[src/rtl/vga_frame_reader.sv]
// vga_frame_reader: 640x480@60 VGA scan-out of a stored RGB image.
// Fetches one RAM word per pixel period and replicates it SCALE x SCALE.
module vga_frame_reader #(
  parameter int          IMG_W     = 100,
  parameter int          IMG_H     = 100,
  parameter int          SCALE     = 4,
  parameter int          BASE_ADDR = 0,
  parameter int          ADDR_W    = 16,
  parameter logic [23:0] BG_COLOR  = 24'h0,
  parameter int          H_VIS     = 640,
  parameter int          H_FP      = 16,
  parameter int          H_SYNC    = 96,
  parameter int          H_BP      = 48,
  parameter int          V_VIS     = 480,
  parameter int          V_FP      = 10,
  parameter int          V_SYNC    = 2,
  parameter int          V_BP      = 33
) (
  input  logic              clk,
  input  logic              rst,
  output logic              mem_rd_en,
  output logic [ADDR_W-1:0] mem_addr,
  input  logic [23:0]       mem_rdata,
  output logic [23:0]       rgb,
  output logic              h_sync,
  output logic              v_sync,
  output logic              vga_clk,
  output logic              blank_n,
  output logic              frame_start
);

  localparam int H_TOT = H_VIS + H_FP + H_SYNC + H_BP;
  localparam int V_TOT = V_VIS + V_FP + V_SYNC + V_BP;
  localparam int HW = $clog2(H_TOT);
  localparam int VW = $clog2(V_TOT);
  localparam int SW = (SCALE > 1) ? $clog2(SCALE) : 1;

  localparam logic [HW-1:0] H_LAST = HW'(H_TOT - 1);
  localparam logic [HW-1:0] H_IMG  = HW'(IMG_W * SCALE);
  localparam logic [HW-1:0] H_VEND = HW'(H_VIS);
  localparam logic [HW-1:0] HS_B   = HW'(H_VIS + H_FP);
  localparam logic [HW-1:0] HS_E   = HW'(H_VIS + H_FP + H_SYNC);

  localparam logic [VW-1:0] V_LAST = VW'(V_TOT - 1);
  localparam logic [VW-1:0] V_IMG  = VW'(IMG_H * SCALE);
  localparam logic [VW-1:0] V_VEND = VW'(V_VIS);
  localparam logic [VW-1:0] VS_B   = VW'(V_VIS + V_FP);
  localparam logic [VW-1:0] VS_E   = VW'(V_VIS + V_FP + V_SYNC);

  localparam logic [SW-1:0]     SC_LAST = SW'(SCALE - 1);
  localparam logic [ADDR_W-1:0] A_BASE  = ADDR_W'(BASE_ADDR);
  localparam logic [ADDR_W-1:0] A_ROW   = ADDR_W'(IMG_W);

  logic              ph_q;
  logic [HW-1:0]     hc_q;
  logic [VW-1:0]     vc_q;
  logic [SW-1:0]     sx_q;
  logic [SW-1:0]     sy_q;
  logic [ADDR_W-1:0] col_q;
  logic [ADDR_W-1:0] rbase_q;
  logic [ADDR_W-1:0] hold_q;
  logic [23:0]       rgb_q;
  logic              blank_q;
  logic              hs_q;
  logic              vs_q;

  logic              in_img;
  logic              vis;
  logic              fetch;
  logic [ADDR_W-1:0] cur_addr;

  assign in_img   = (hc_q < H_IMG) && (vc_q < V_IMG);
  assign vis      = (hc_q < H_VEND) && (vc_q < V_VEND);
  assign cur_addr = rbase_q + col_q;
  // rst gates the strobes so nothing is requested while held in reset
  assign fetch    = rst && !ph_q && in_img;

  assign mem_rd_en   = fetch;
  assign mem_addr    = fetch ? cur_addr : hold_q;
  assign frame_start = rst && !ph_q &&
                       (hc_q == '0) && (vc_q == '0);

  assign vga_clk = ph_q;
  assign rgb     = rgb_q;
  assign blank_n = blank_q;
  assign h_sync  = hs_q;
  assign v_sync  = vs_q;

  // scan counters, divider-free image coordinates and address hold
  always_ff @(posedge clk or negedge rst) begin
    if (!rst) begin
      ph_q    <= 1'b0;
      hc_q    <= '0;
      vc_q    <= '0;
      sx_q    <= '0;
      sy_q    <= '0;
      col_q   <= '0;
      rbase_q <= A_BASE;
      hold_q  <= '0;
    end else begin
      ph_q <= ~ph_q;
      if (fetch) hold_q <= cur_addr;
      if (ph_q) begin
        if (hc_q == H_LAST) begin
          hc_q  <= '0;
          sx_q  <= '0;
          col_q <= '0;
          if (vc_q == V_LAST) begin
            vc_q    <= '0;
            sy_q    <= '0;
            rbase_q <= A_BASE;
          end else begin
            vc_q <= vc_q + 1'b1;
            if (vc_q < V_IMG) begin
              if (sy_q == SC_LAST) begin
                sy_q    <= '0;
                rbase_q <= rbase_q + A_ROW;
              end else begin
                sy_q <= sy_q + 1'b1;
              end
            end
          end
        end else begin
          hc_q <= hc_q + 1'b1;
          if (hc_q < H_IMG) begin
            if (sx_q == SC_LAST) begin
              sx_q  <= '0;
              col_q <= col_q + 1'b1;
            end else begin
              sx_q <= sx_q + 1'b1;
            end
          end
        end
      end
    end
  end

  // video outputs, all updated together where vga_clk falls
  always_ff @(posedge clk or negedge rst) begin
    if (!rst) begin
      rgb_q   <= '0;
      blank_q <= 1'b0;
      hs_q    <= 1'b1;
      vs_q    <= 1'b1;
    end else if (ph_q) begin
      if (in_img)   rgb_q <= mem_rdata;
      else if (vis) rgb_q <= BG_COLOR;
      else          rgb_q <= '0;
      blank_q <= vis;
      hs_q    <= !((hc_q >= HS_B) && (hc_q < HS_E));
      vs_q    <= !((vc_q >= VS_B) && (vc_q < VS_E));
    end
  end

endmodule
[config.mk]
export PLATFORM = sky130hd
export DESIGN_NAME = vga_frame_reader
export DESIGN_NICKNAME = d
export VERILOG_FILES = /design/src/rtl/vga_frame_reader.sv
export SDC_FILE = /design/constraint.sdc
export NUM_CORES = 1
export LEC_CHECK = 0
export ABC_AREA = 1
export ABC_CLOCK_PERIOD_IN_PS = 2000
export CAP_MARGIN = 20
export CORE_MARGIN = 3
export CORE_UTILIZATION = 35
export CTS_BUF_LIST = sky130_fd_sc_hd__clkbuf_4
export DETAILED_ROUTE_END_ITERATION = 6
export PLACE_DENSITY = 0.52
export SETUP_SLACK_MARGIN = 0.1
export SYNTH_ARGS = -nofsm -noshare
export SYNTH_HDL_FRONTEND = slang
export SYNTH_SLANG_ARGS = --single-unit
export TNS_END_PERCENT = 1
[constraint.sdc]
create_clock -name clk -period 2 [get_ports clk]
set_clock_uncertainty 0.05 [all_clocks]
set_input_delay 0.2 -clock clk [delete_from_list [all_inputs] [get_ports clk]]
set_output_delay 0.2 -clock clk [all_outputs]
set_load 0.1 [all_outputs]
Word-level counts from Yosys, hierarchy flattened --
Index checks and enable logic that the tools add are counted.
Word-level totals: register bits after elaboration 100, input port bits 26, output and inout bits 46, logic and storage cells 70
Cells by class: add/subtract/negate cells 7, $lt $le $gt $ge 8, equal/unequal tests 4, mux-type cells 16, bitwise operators 1, reductions and logical operators 22
Operators with widths (number):
- $mux 16 | 7
- $lt 10x9->1 const B | 4
- $mux 24 | 1
- $add 10x1->10 const B | 2
- $eq 10x10->1 const B | 2
- $logic_not 10->1 | 2
- $lt 10x10->1 const B | 2
- $mux 10 | 2
- $add 16x1->16 const B | 1
- $add 16x16->16 | 1
- $add 16x7->16 const B | 1
- $mux 2 | 6
- $ge 10x10->1 const B | 1
- $ge 10x9->1 const B | 1
- $logic_and 1x1->1 | 8
- $reduce_bool 2->1 | 4
- $reduce_and 3->1 | 2
- $add 2x1->2 const B | 2
- $eq 2x2->1 const B | 2
- $reduce_and 2->1 | 2
- $reduce_and 4->1 | 1
- $logic_not 1->1 | 3
- $not 1->1 | 1

Depth between registers and ports, before layout --
Gate-level depths: netlist of run 1.
depth in word-level cells 4, mapped depth 10, mapped depth without buffers 10

Worst setup path after synthesis of run 1 --
OpenSTA, ideal clock, no wires.
path type reg-to-reg, start register ph_q, in the netlist vga_clk, end register hold_q[3], setup time 0.353 ns, arrival time 3.582 ns, required time 1.597 ns, path slack -1.985 ns, stages on the path, launching flop included 5, clock period less this slack 3.985 ns, path through dfrtp_1 > nor2_1 > nand4_2 > buf_2 > o21ai_0
Between the ends: word-level cells in the longest chain between the ends 4
Ends and longest elaborated chain:
- start, declared | line 54 | logic ph_q;
- start signal, assigned | line 101 | ph_q <= ~ph_q;
- $logic_not 1->1 | line 76 | assign fetch = rst && !ph_q && in_img;
- $logic_and 1x1->1 (2 in a row) | line 76
- $mux 16
- via mem_addr[3] | line 22 | output logic [ADDR_W-1:0] mem_addr,
- end signal, assigned | line 102 | if (fetch) hold_q <= cur_addr;
- end, declared | line 61 | logic [ADDR_W-1:0] hold_q;
The timed path passes the listed nets, and every way through them passes these cells. A chain may end at the register's enable or synchronous reset.

Worst setup path after layout of run 1 --
start register rbase_q[8], end output mem_addr[15]
Between the ends: word-level cells in the longest chain between the ends 2
Ends and longest elaborated chain:
- start, declared | line 60 | logic [ADDR_W-1:0] rbase_q;
- start signal, assigned | line 117 | rbase_q <= rbase_q + A_ROW;
- $add 16x16->16 | line 74 | assign cur_addr = rbase_q + col_q;
- $mux 16
- end, declared | line 22
No other way between the ends.

==> impl_metrics.tcl, run 1 <==
set metrics [dict create \
    firstDrtPassIters 5 \
    synth_nets 831 \
    synth_top_family_by_area "simple AND/OR/NAND/NOR gates" \
    clockBufferDepth 2 \
    maxSlewViolCount 0 \
    synthMuxAreaShare 0 \
    dieArea_sq_mm 0.0181 \
    cp_cell_sequence "ha_4 -> nand2_4 -> nand2_4 -> nand2_2 -> nand2_2 -> a21oi_2 -> nand2_1 -> nand2_1 -> nand3_2 -> nand2_8 -> buf_12" \
    synthDistinctLibCells 37 \
    ios 72 \
    grt.total_usage 0.168 \
    synth_common_cells "nand2_1 (267), dfrtp_1 (96), inv_1 (90), nand3_1 (82), nor2_1 (56)" \
    wire_per_inst_um 13.3 \
    crit_slowest_cell "dfrtp_1" \
    min_path_type "in2reg" \
    hold_ws_ns 0.188 \
    vias_per_cell 4.75 \
    cp-start-kind "register" \
    synth_area_sq_mm 0.00579 \
    grt_overflow 0 \
    synthXorXnorAreaFrac 0.0393 \
    dp.cells 1108 \
    power_density_mw_per_mm2 459 \
    yosysWarnings 0 \
    rsz0062_at_grt "yes" \
    ys_seq_area_frac 0.424 \
    synth-edff-count 0 \
    period_minus_slack_ns 2.44 \
    fin_util 0.502 \
    synth-async-reset-ratio 1.00 \
    cts_num_sinks 98 \
    stdcell_count 1138 \
    irDropWorstVdd_mv 0.264 \
    post-synth-top-area-cell "dfrtp_1" \
    grt_pass1_wl_mm 24.7 \
    synth_flop_cell "dfrtp_1" \
    cp_data_arrival_time_ns 2.19 \
    violations "negative setup slack" \
    routabilityCongestion 0.896 \
    status "finished with violations" \
    synth_top_area_frac 0.415 \
    io_buffers 71 \
    drv_cap 0 \
    ant_nets 0 \
    syn_inst 784 \
    slew_headroom 0.636 \
    clk_pin_slew_ns 0.18 \
    synth-seq-cells 98 \
    total_power_mw 3.69 \
    hpwlAfterDp_mm 10.8 \
    critPathMaxFanout 4 \
    pre_cts_slack_ns -0.0158 \
    setup_viol_count_final 18 \
    h-tree-depth 3 \
    cts_buffers 9 \
    avgSynthCellArea_sq_um 7.39 \
    drc_errors 0 \
    layout_setup_ws_ns -0.444 \
    fin_tns_setup_ns -6.24 \
    p_leak_nw 3.85 \
    clk_latency_ns 0.49 \
    antenna_found_initial 1 \
    critPathTopFamily "simple AND/OR/NAND/NOR gates" \
    area_growth_syn_to_layout_pct 39.1 \
    fp.dieW_um 135 \
    post_dp_cell_area_sq_mm 0.00742 \
    yosys-top-cells-area "dfrtp_1 (41%), nand2_1 (17%), nand3_1 (7.1%), inv_1 (5.8%), ha_1 (4.5%)" \
    max_freq_mhz 409 \
    drt-initial-drc-count 296 \
    die_h_um 135 \
    tightest_slew_ns 0.546 \
    postLayoutCellArea_sq_mm 0.00805 \
    core-area_sq_mm 0.0161 \
    hold_violations 0 \
    yosysMostFrequentCell "nand2_1" \
    synthSimpleGateAreaFrac 0.348 \
    synth_compound_area_frac 0.0666 \
    cp-end-kind "primary output" \
    wirelength_mm 15.2 \
    drive_gt1_frac 0.278 \
    rows 46 \
    root_buffer "clkbuf_4" \
    path_class "reg2out" \
    initial_utilization 0.361 \
    cts_tree "yes" \
    nets 962 \
    grt_max_degree 99 \
    synthAdderAreaFrac 0.0454 \
    post-route-period-util 1.22 \
    vias 5401 \
    crit_buf_inv 1 \
    crit_required_ns 1.75 \
    cpPeakStageDelay_ns 0.44 \
    grt_pass1_vias 5114 \
]
-- registers in the layout, indices dropped and copies added, names as in the netlist --
signal and flops:
hold_q 16, vc_q 10, vga_clk 1, sy_q 2
col_q 16, hc_q 10, v_sync 1, rbase_q 14
rgb 24, h_sync 1, sx_q 2, blank_n 1
-- cells by family after synthesis --
| logic type | count (synthesis) |
|---|---|
| AND/OR/NAND/NOR | 457 |
| buffers and inverters | 111 |
| flip-flops | 98 |
| AO/OA/AOI/OAI | 71 |
| XOR/XNOR | 26 |
| adder cells (fa/ha/maj) | 21 |
-- worst register-to-register path: stages (launching register included) --
cell and delay (ns):
dfrtp_1 0.44, buf_4 0.17, nor2_2 0.11, inv_2 0.07, nor2_4 0.11, nand3_4 0.16
nor2_8 0.20, nand3_4 0.24, nand2_1 0.15, o21ai_2 0.07
-- where the power goes --
group | switching (mW) | internal, mW
Sequential | 0.0157 | 2.01
Clock | 0.748 | 0.514
Combinational | 0.295 | 0.110
Total | 1.06 | 2.64
-- final timing paths --
check                      slack, ns    startpoint  depth (start not counted)            to
max in group asynchronous       1.09           rst                          3       vga_clk
hold / removal                  0.19  mem_rdata[5]                          3        rgb[5]
hold reg to reg                 0.45        rgb[7]                          2        rgb[7]
setup reg to reg                0.14       hc_q[7]                          9    rbase_q[4]
min in group asynchronous       0.32           rst                          3     hold_q[1]
setup / recovery               -0.44    rbase_q[8]                         11  mem_addr[15]
-- timing repair --
action	in CTS	in global routing
resized for setup	24	63
endpoints found under the setup margin	21	51
pin swaps	11	46
buffers inserted	4	7
hold buffers	1	0
endpoints found under the hold margin	96	0
-- cell type report --
type | count | area [sq um]
Fill cell | 1538 | 8000
Clock buffer | 9 | 67.6
Clock inverter | 7 | 100
Multi-Input combinational cell | 575 | 3430
Sequential cell | 98 | 2470
Timing Repair Buffer | 136 | 1360
Tap cell | 216 | 270
Antenna cell | 2 | 5.00
Inverter | 95 | 357
-- routing by layer --
layer / wire length, um / up-vias / GRT usage
met4: 245 / 0 / 0.0594
met3: 591 / 16 / 0.0224
li1: - / 2775 / -
met5: 0 / - / 0
met2: 7510 / 108 / 0.283
met1: 6810 / 2502 / 0.222
-- layout by cell type, fill, tap and decap left out, types with 3 or more instances in the layout --
cell type	instances
a21oi_1	11
a21oi_2	3
buf_12	22
buf_4	88
clkbuf_4	9
clkdlybuf4s50_1	24
clkinvlp_4	3
dfrtp_1	89
dfrtp_2	6
ha_1	9
ha_4	12
inv_1	84
inv_2	11
nand2_1	222
nand2_2	34
nand2_4	10
nand2_8	4
nand3_1	74
nand3_2	8
nand3_4	3
nand3b_1	3
nand4_1	18
nor2_1	48
nor2_2	6
nor2_4	7
nor3_1	6
nor4_1	4
o21ai_0	27
o21ai_1	13
o21ai_2	9
o21ai_4	3
or2_2	3
xnor2_1	9
xor2_1	16
(Power assumes the default switching activity.)
==> run 2: changes to the inputs <==
--- a/config.mk
+++ b/config.mk
@@ -6,7 +6,7 @@
 export NUM_CORES = 1
 export LEC_CHECK = 0
 export ABC_AREA = 1
-export ABC_CLOCK_PERIOD_IN_PS = 2000
+export ABC_CLOCK_PERIOD_IN_PS = 2500
 export CAP_MARGIN = 20
 export CORE_MARGIN = 3
 export CORE_UTILIZATION = 35
==> constraint.sdc (replaced) <==
create_clock -name clk -period 2.5 [get_ports clk]
set_clock_uncertainty 0.05 [all_clocks]
set_input_delay 0.25 -clock clk [delete_from_list [all_inputs] [get_ports clk]]
set_output_delay 0.25 -clock clk [all_outputs]
set_load 0.1 [all_outputs]
==> run 2 against run 1 <==
The flow now finishes without violations. Combinational power shrank 21%. Register-to-register slack better by 0.31 ns. Sequential share of layout area is 1.4 points higher. Count of clock-buffer cells in the layout unchanged. Largest power group unchanged. Cell count down 1.5%. Worst hold slack better by 0.050 ns. Clock power shrank 31%. Routed wire length about the same. Via count rose by 0.20%. Largest cell class unchanged. Cell area is 3.8% lower. First-iteration DRC count is 20% lower.
==> impl_metrics.tcl, run 2 (same netlist as run 1, synthesis figures left out) <==
set metrics [dict create \
    fin_util 0.483 \
    rr_startpoint "vc_q[0]" \
    initial_utilization 0.361 \
    crit_required_ns 2.20 \
    wirelength_mm 15.2 \
    grt.total_usage 0.171 \
    routabilityCongestion 0.866 \
    grt_pass1_vias 5326 \
    slew_headroom 0.528 \
    grt_max_degree 54 \
    p_leak_nw 3.65 \
    drc_errors 0 \
    period_minus_slack_ns 2.49 \
    mostFrequentLayoutCell "nand2_1" \
    min_path_type "in2reg" \
    grt_overflow 0 \
    hpwlAfterDp_mm 10.7 \
    dp.cells 1065 \
    post-route-period-util 0.994 \
    maxSlewViolCount 0 \
    dieArea_sq_mm 0.0181 \
    vias_per_cell 4.83 \
    tightest_slew_ns 0.708 \
    drt-initial-drc-count 238 \
    drive_gt1_frac 0.255 \
    hp-start "mem_rdata[4]" \
    path_class "reg2out" \
    drv_cap 0 \
    setup.worst_path.start "rbase_q[13]" \
    cts_tree "yes" \
    cts_num_sinks 98 \
    largest_register_ffs 24 \
    diodes 0 \
    irDropWorstVdd_mv 0.246 \
    clockBufferDepth 2 \
    die_h_um 135 \
    core-area_sq_mm 0.0161 \
    cp_data_arrival_time_ns 2.19 \
    max_freq_mhz 402 \
    nets 947 \
    status "complete, no violations" \
    power_density_mw_per_mm2 362 \
    ios 72 \
    vias 5412 \
    io_buffers 71 \
    layout_common_cells "nand2_1 (242), inv_1 (84), nand3_1 (76), dfrtp_1 (76), buf_4 (76)" \
    cp-start-kind "register" \
    root_buffer "clkbuf_4" \
    area_growth_syn_to_layout_pct 33.9 \
    cp-end-kind "primary output" \
    antenna_found_initial 0 \
    stdcell_count 1121 \
    cts_buffers 9 \
    wire_per_inst_um 13.5 \
    fp.dieW_um 135 \
    ant_nets 0 \
    firstDrtPassIters 6 \
    rows 46 \
    h-tree-depth 3 \
    total_power_mw 2.81 \
    grt_pass1_wl_mm 25.3 \
    clk_pin_slew_ns 0.17 \
    hold_violations 0 \
    setup_viol_count_final 0 \
    clk_latency_ns 0.49 \
    critPathMaxFanout 5 \
    rsz0062_at_grt "yes" \
]
run 2: cell type report:
type	instances	area, sq um
Clock buffer	9	67.6
Clock inverter	7	70.1
Fill cell	1571	8310
Inverter	95	357
Multi-Input combinational cell	575	3290
Sequential cell	98	2480
Tap cell	216	270
Timing Repair Buffer	121	1220
run 2: through the flow:
stage / hold WS [ns] / TNS (ns) / area, sq um / setup WS, ns
after floorplan: -0.0956 / -4.67 / 5860 / -0.396
after global placement: 0.412 / 0 / 6940 / 0.351
after detailed placement: 0.416 / 0 / 6940 / 0.328
after global routing: 0.178 / -0.829 / 7750 / -0.154
final: 0.238 / 0 / 7750 / 0.0145
after CTS: 0.178 / -0.0453 / 7610 / -0.0156
run 2: timing repair:
item / 4_1_cts / 5_1_grt
endpoints found under the setup margin: 17 / 17
buffers inserted: 33 / 6
pin swaps: 21 / 28
resized for setup: 56 / 30
endpoints found under the hold margin: 50 / 0
hold buffers: 1 / 0
run 2: power by group:
| group | internal, mW | total [mW] | switching (mW) | leakage (nW) |
|---|---|---|---|---|
| clock network | 0.234 | 0.866 | 0.632 | 0.0726 |
| logic | 0.0852 | 0.319 | 0.234 | 2.34 |
| registers | 1.61 | 1.62 | 0.0127 | 1.24 |
| total | 1.93 | 2.81 | 0.879 | 3.65 |
run 2: worst max-delay path: stages, from the launching register on:
cell and delay, ns:
dfrtp_2 0.50, ha_4 0.31, nand2_2 0.06, nor2_2 0.14
inv_1 0.05, nor2_1 0.12, nand2_2 0.08, nand3_2 0.08
nand3_2 0.09, nand2_4 0.09, buf_12 0.17
run 2: worst paths after layout:
kind                                 to  slack [ns]  cells past startpoint
setup reg to reg                vc_q[2]        0.45                     10
min in group asynchronous     hold_q[6]        0.41                      3
max in group asynchronous    rbase_q[4]        0.90                      4
setup / recovery           mem_addr[15]        0.01                     10
hold / removal                   rgb[4]        0.24                      3
hold reg to reg                  rgb[1]        0.45                      2
run 2: per-layer routing:
metal / vias up / global-route usage / wire [um]
met2: 113 / 0.286 / 7350
li1: 2736 / - / -
met4: 0 / 0.0622 / 302
met5: - / 0 / 0
met1: 2539 / 0.225 / 6930
met3: 24 / 0.0272 / 560
==> run 3: changes to the inputs <==
--- a/config.mk
+++ b/config.mk
@@ -8,6 +8,7 @@
 export ABC_AREA = 1
 export ABC_CLOCK_PERIOD_IN_PS = 2500
 export CAP_MARGIN = 20
+export CORE_ASPECT_RATIO = 0.7
 export CORE_MARGIN = 3
 export CORE_UTILIZATION = 35
 export CTS_BUF_LIST = sky130_fd_sc_hd__clkbuf_4
==> run 3 against run 2 <==
Cell area up 1.1%. Register-to-register slack better by 0.11 ns. Highest routed layer unchanged. The run now ends with negative setup slack left. Utilization up 1.2 points. Worst hold slack worse by 0.026 ns. Routed wire length up 5.0%. Setup slack worse by 0.029 ns. Largest cell class unchanged. Sequential power about the same. Cell count up 0.62%.
==> impl_metrics.tcl, run 3 (same netlist as run 1, synthesis figures left out) <==
set metrics [dict create \
    drc_errors 0 \
    post-route-period-util 1.01 \
    vias_per_cell 4.85 \
    mostFrequentLayoutCell "nand2_1" \
    grt_pass1_wl_mm 25.7 \
    cp_cell_sequence "ha_4 -> nand2_1 -> inv_1 -> nand3_2 -> nand2_4 -> nand2_1 -> nand3b_1 -> nand3_1 -> nand2_2 -> buf_12" \
    ios 72 \
    cp-start-kind "register" \
    crit_slowest_cell "dfrtp_1" \
    rsz0062_at_grt "yes" \
    layout_common_cells "nand2_1 (229), inv_1 (82), nand3_1 (78), buf_4 (78), dfrtp_1 (73)" \
    grt_overflow 0 \
    root_buffer "clkbuf_4" \
    ant_nets 0 \
    fin_util 0.495 \
    fp.dieW_um 160 \
    rows 38 \
    diodes 0 \
    grt_pass1_vias 5077 \
    status "finished with violations" \
    path_depth 10 \
    cpPeakStageDelay_ns 0.48 \
    wirelength_mm 15.9 \
    clk_pin_slew_ns 0.18 \
    grt_max_degree 81 \
    vias 5468 \
    cts_tree "yes" \
    layout_setup_ws_ns -0.0145 \
    cp-end-kind "primary output" \
    io_buffers 71 \
    critPathMaxFanout 4 \
    core-area_sq_mm 0.0158 \
    crit_buf_inv 2 \
    cp_common_cell "nand2_1" \
    critPathTopFamily "simple AND/OR/NAND/NOR gates" \
    nFillCells 1534 \
    setup_viol_count_final 1 \
    antenna_found_initial 0 \
    crit_required_ns 2.20 \
    maxSlewViolCount 0 \
    cts_buffers 9 \
    drv_cap 0 \
    violations "negative setup slack" \
    drt-initial-drc-count 502 \
    firstDrtPassIters 5 \
    max_freq_mhz 398 \
    cts_num_sinks 98 \
    r2r_cells 11 \
    grt.total_usage 0.173 \
    clockBufferDepth 2 \
    irDropWorstVdd_mv 0.200 \
    area_growth_syn_to_layout_pct 35.3 \
    p_leak_nw 3.76 \
    min_path_type "in2async" \
    hpwlAfterDp_mm 10.9 \
    drive_gt1_frac 0.278 \
    hold_violations 0 \
    dp.cells 1071 \
    routabilityCongestion 0.848 \
    h-tree-depth 3 \
    post_dp_cell_area_sq_mm 0.00697 \
    nets 950 \
    wire_per_inst_um 14.1 \
    period_minus_slack_ns 2.51 \
    fin_tns_setup_ns -0.0145 \
    cp_data_arrival_time_ns 2.21 \
    tightest_slew_ns 0.557 \
    path_class "reg2out" \
    dieArea_sq_mm 0.0181 \
    stdcell_count 1128 \
    die_h_um 114 \
    clk_latency_ns 0.48 \
    initial_utilization 0.366 \
    postLayoutCellArea_sq_mm 0.00784 \
    largest_register_ffs 24 \
    power_density_mw_per_mm2 356 \
    slew_headroom 0.629 \
]
==> run 3: cell count changes in the layout (fill, tap and decap cells not counted), moves of 4 or more <==
cell,before,now
nand2_4,6,14
nand2_2,22,27
o21ai_4,4,0
nand2_1,242,229
==> run 3: worst register-to-register path: cells and delay by family (launching register included) <==
family | cells | cell delay (ns)
adders and majority gates | 1 | 0.21
buffers and inverters | 4 | 0.54
DFF | 1 | 0.44
and+or+nand+nor | 6 | 0.63
==> run 3: final cells by class <==
type	instances	area, sq um	area share
clock buffer	9	67.6	0.00862
inverter	95	357	0.0455
tap	220	275	0.0351
timing repair buffer	124	1260	0.160
sequential	98	2480	0.317
clock inverter	7	61.3	0.00782
multi-input combinational	575	3330	0.426
==> run 3: worst paths after layout <==
path	from	end	slack, ns
hold reg to reg	rgb[17]	rgb[17]	0.46
max in group asynchronous	rst	h_sync	1.06
setup / recovery	col_q[5]	mem_addr[11]	-0.01
hold / removal	rst	hold_q[14]	0.21
setup reg to reg	vc_q[0]	rbase_q[8]	0.56
min in group clk	mem_rdata[0]	rgb[0]	0.26
==> run 3: through the flow <==
stage | hold WS, ns | setup WS, ns | total power, mW
floorplan | -0.0956 | -0.396 | 1.84
global placement | 0.202 | 0.328 | 1.97
detailed placement | 0.210 | 0.315 | 1.97
CTS | 0.198 | -0.0353 | 2.84
global route | 0.222 | -0.123 | 2.92
finish | 0.212 | -0.0145 | 2.79
==> run 3: repair_timing <==
item / CTS / global route
pin swaps: 15 / 39
hold endpoints to repair: 18 / 0
endpoints found under the setup margin: 18 / 18
gates resized for setup: 43 / 63
hold buffers: 1 / 0
buffers inserted: 19 / 20
==> run 3: routing by layer <==
layer,GRT usage,part of all wire,up-vias
met5,0,0,-
met4,0.0414,0.013,0
met3,0.0381,0.043,19
met2,0.252,0.42,124
met1,0.262,0.52,2581
li1,-,-,2744
==> run 3: report_power, final <==
group | switching, mW | internal [mW]
clock network | 0.623 | 0.224
logic | 0.237 | 0.0882
registers | 0.0117 | 1.61
total | 0.872 | 1.92
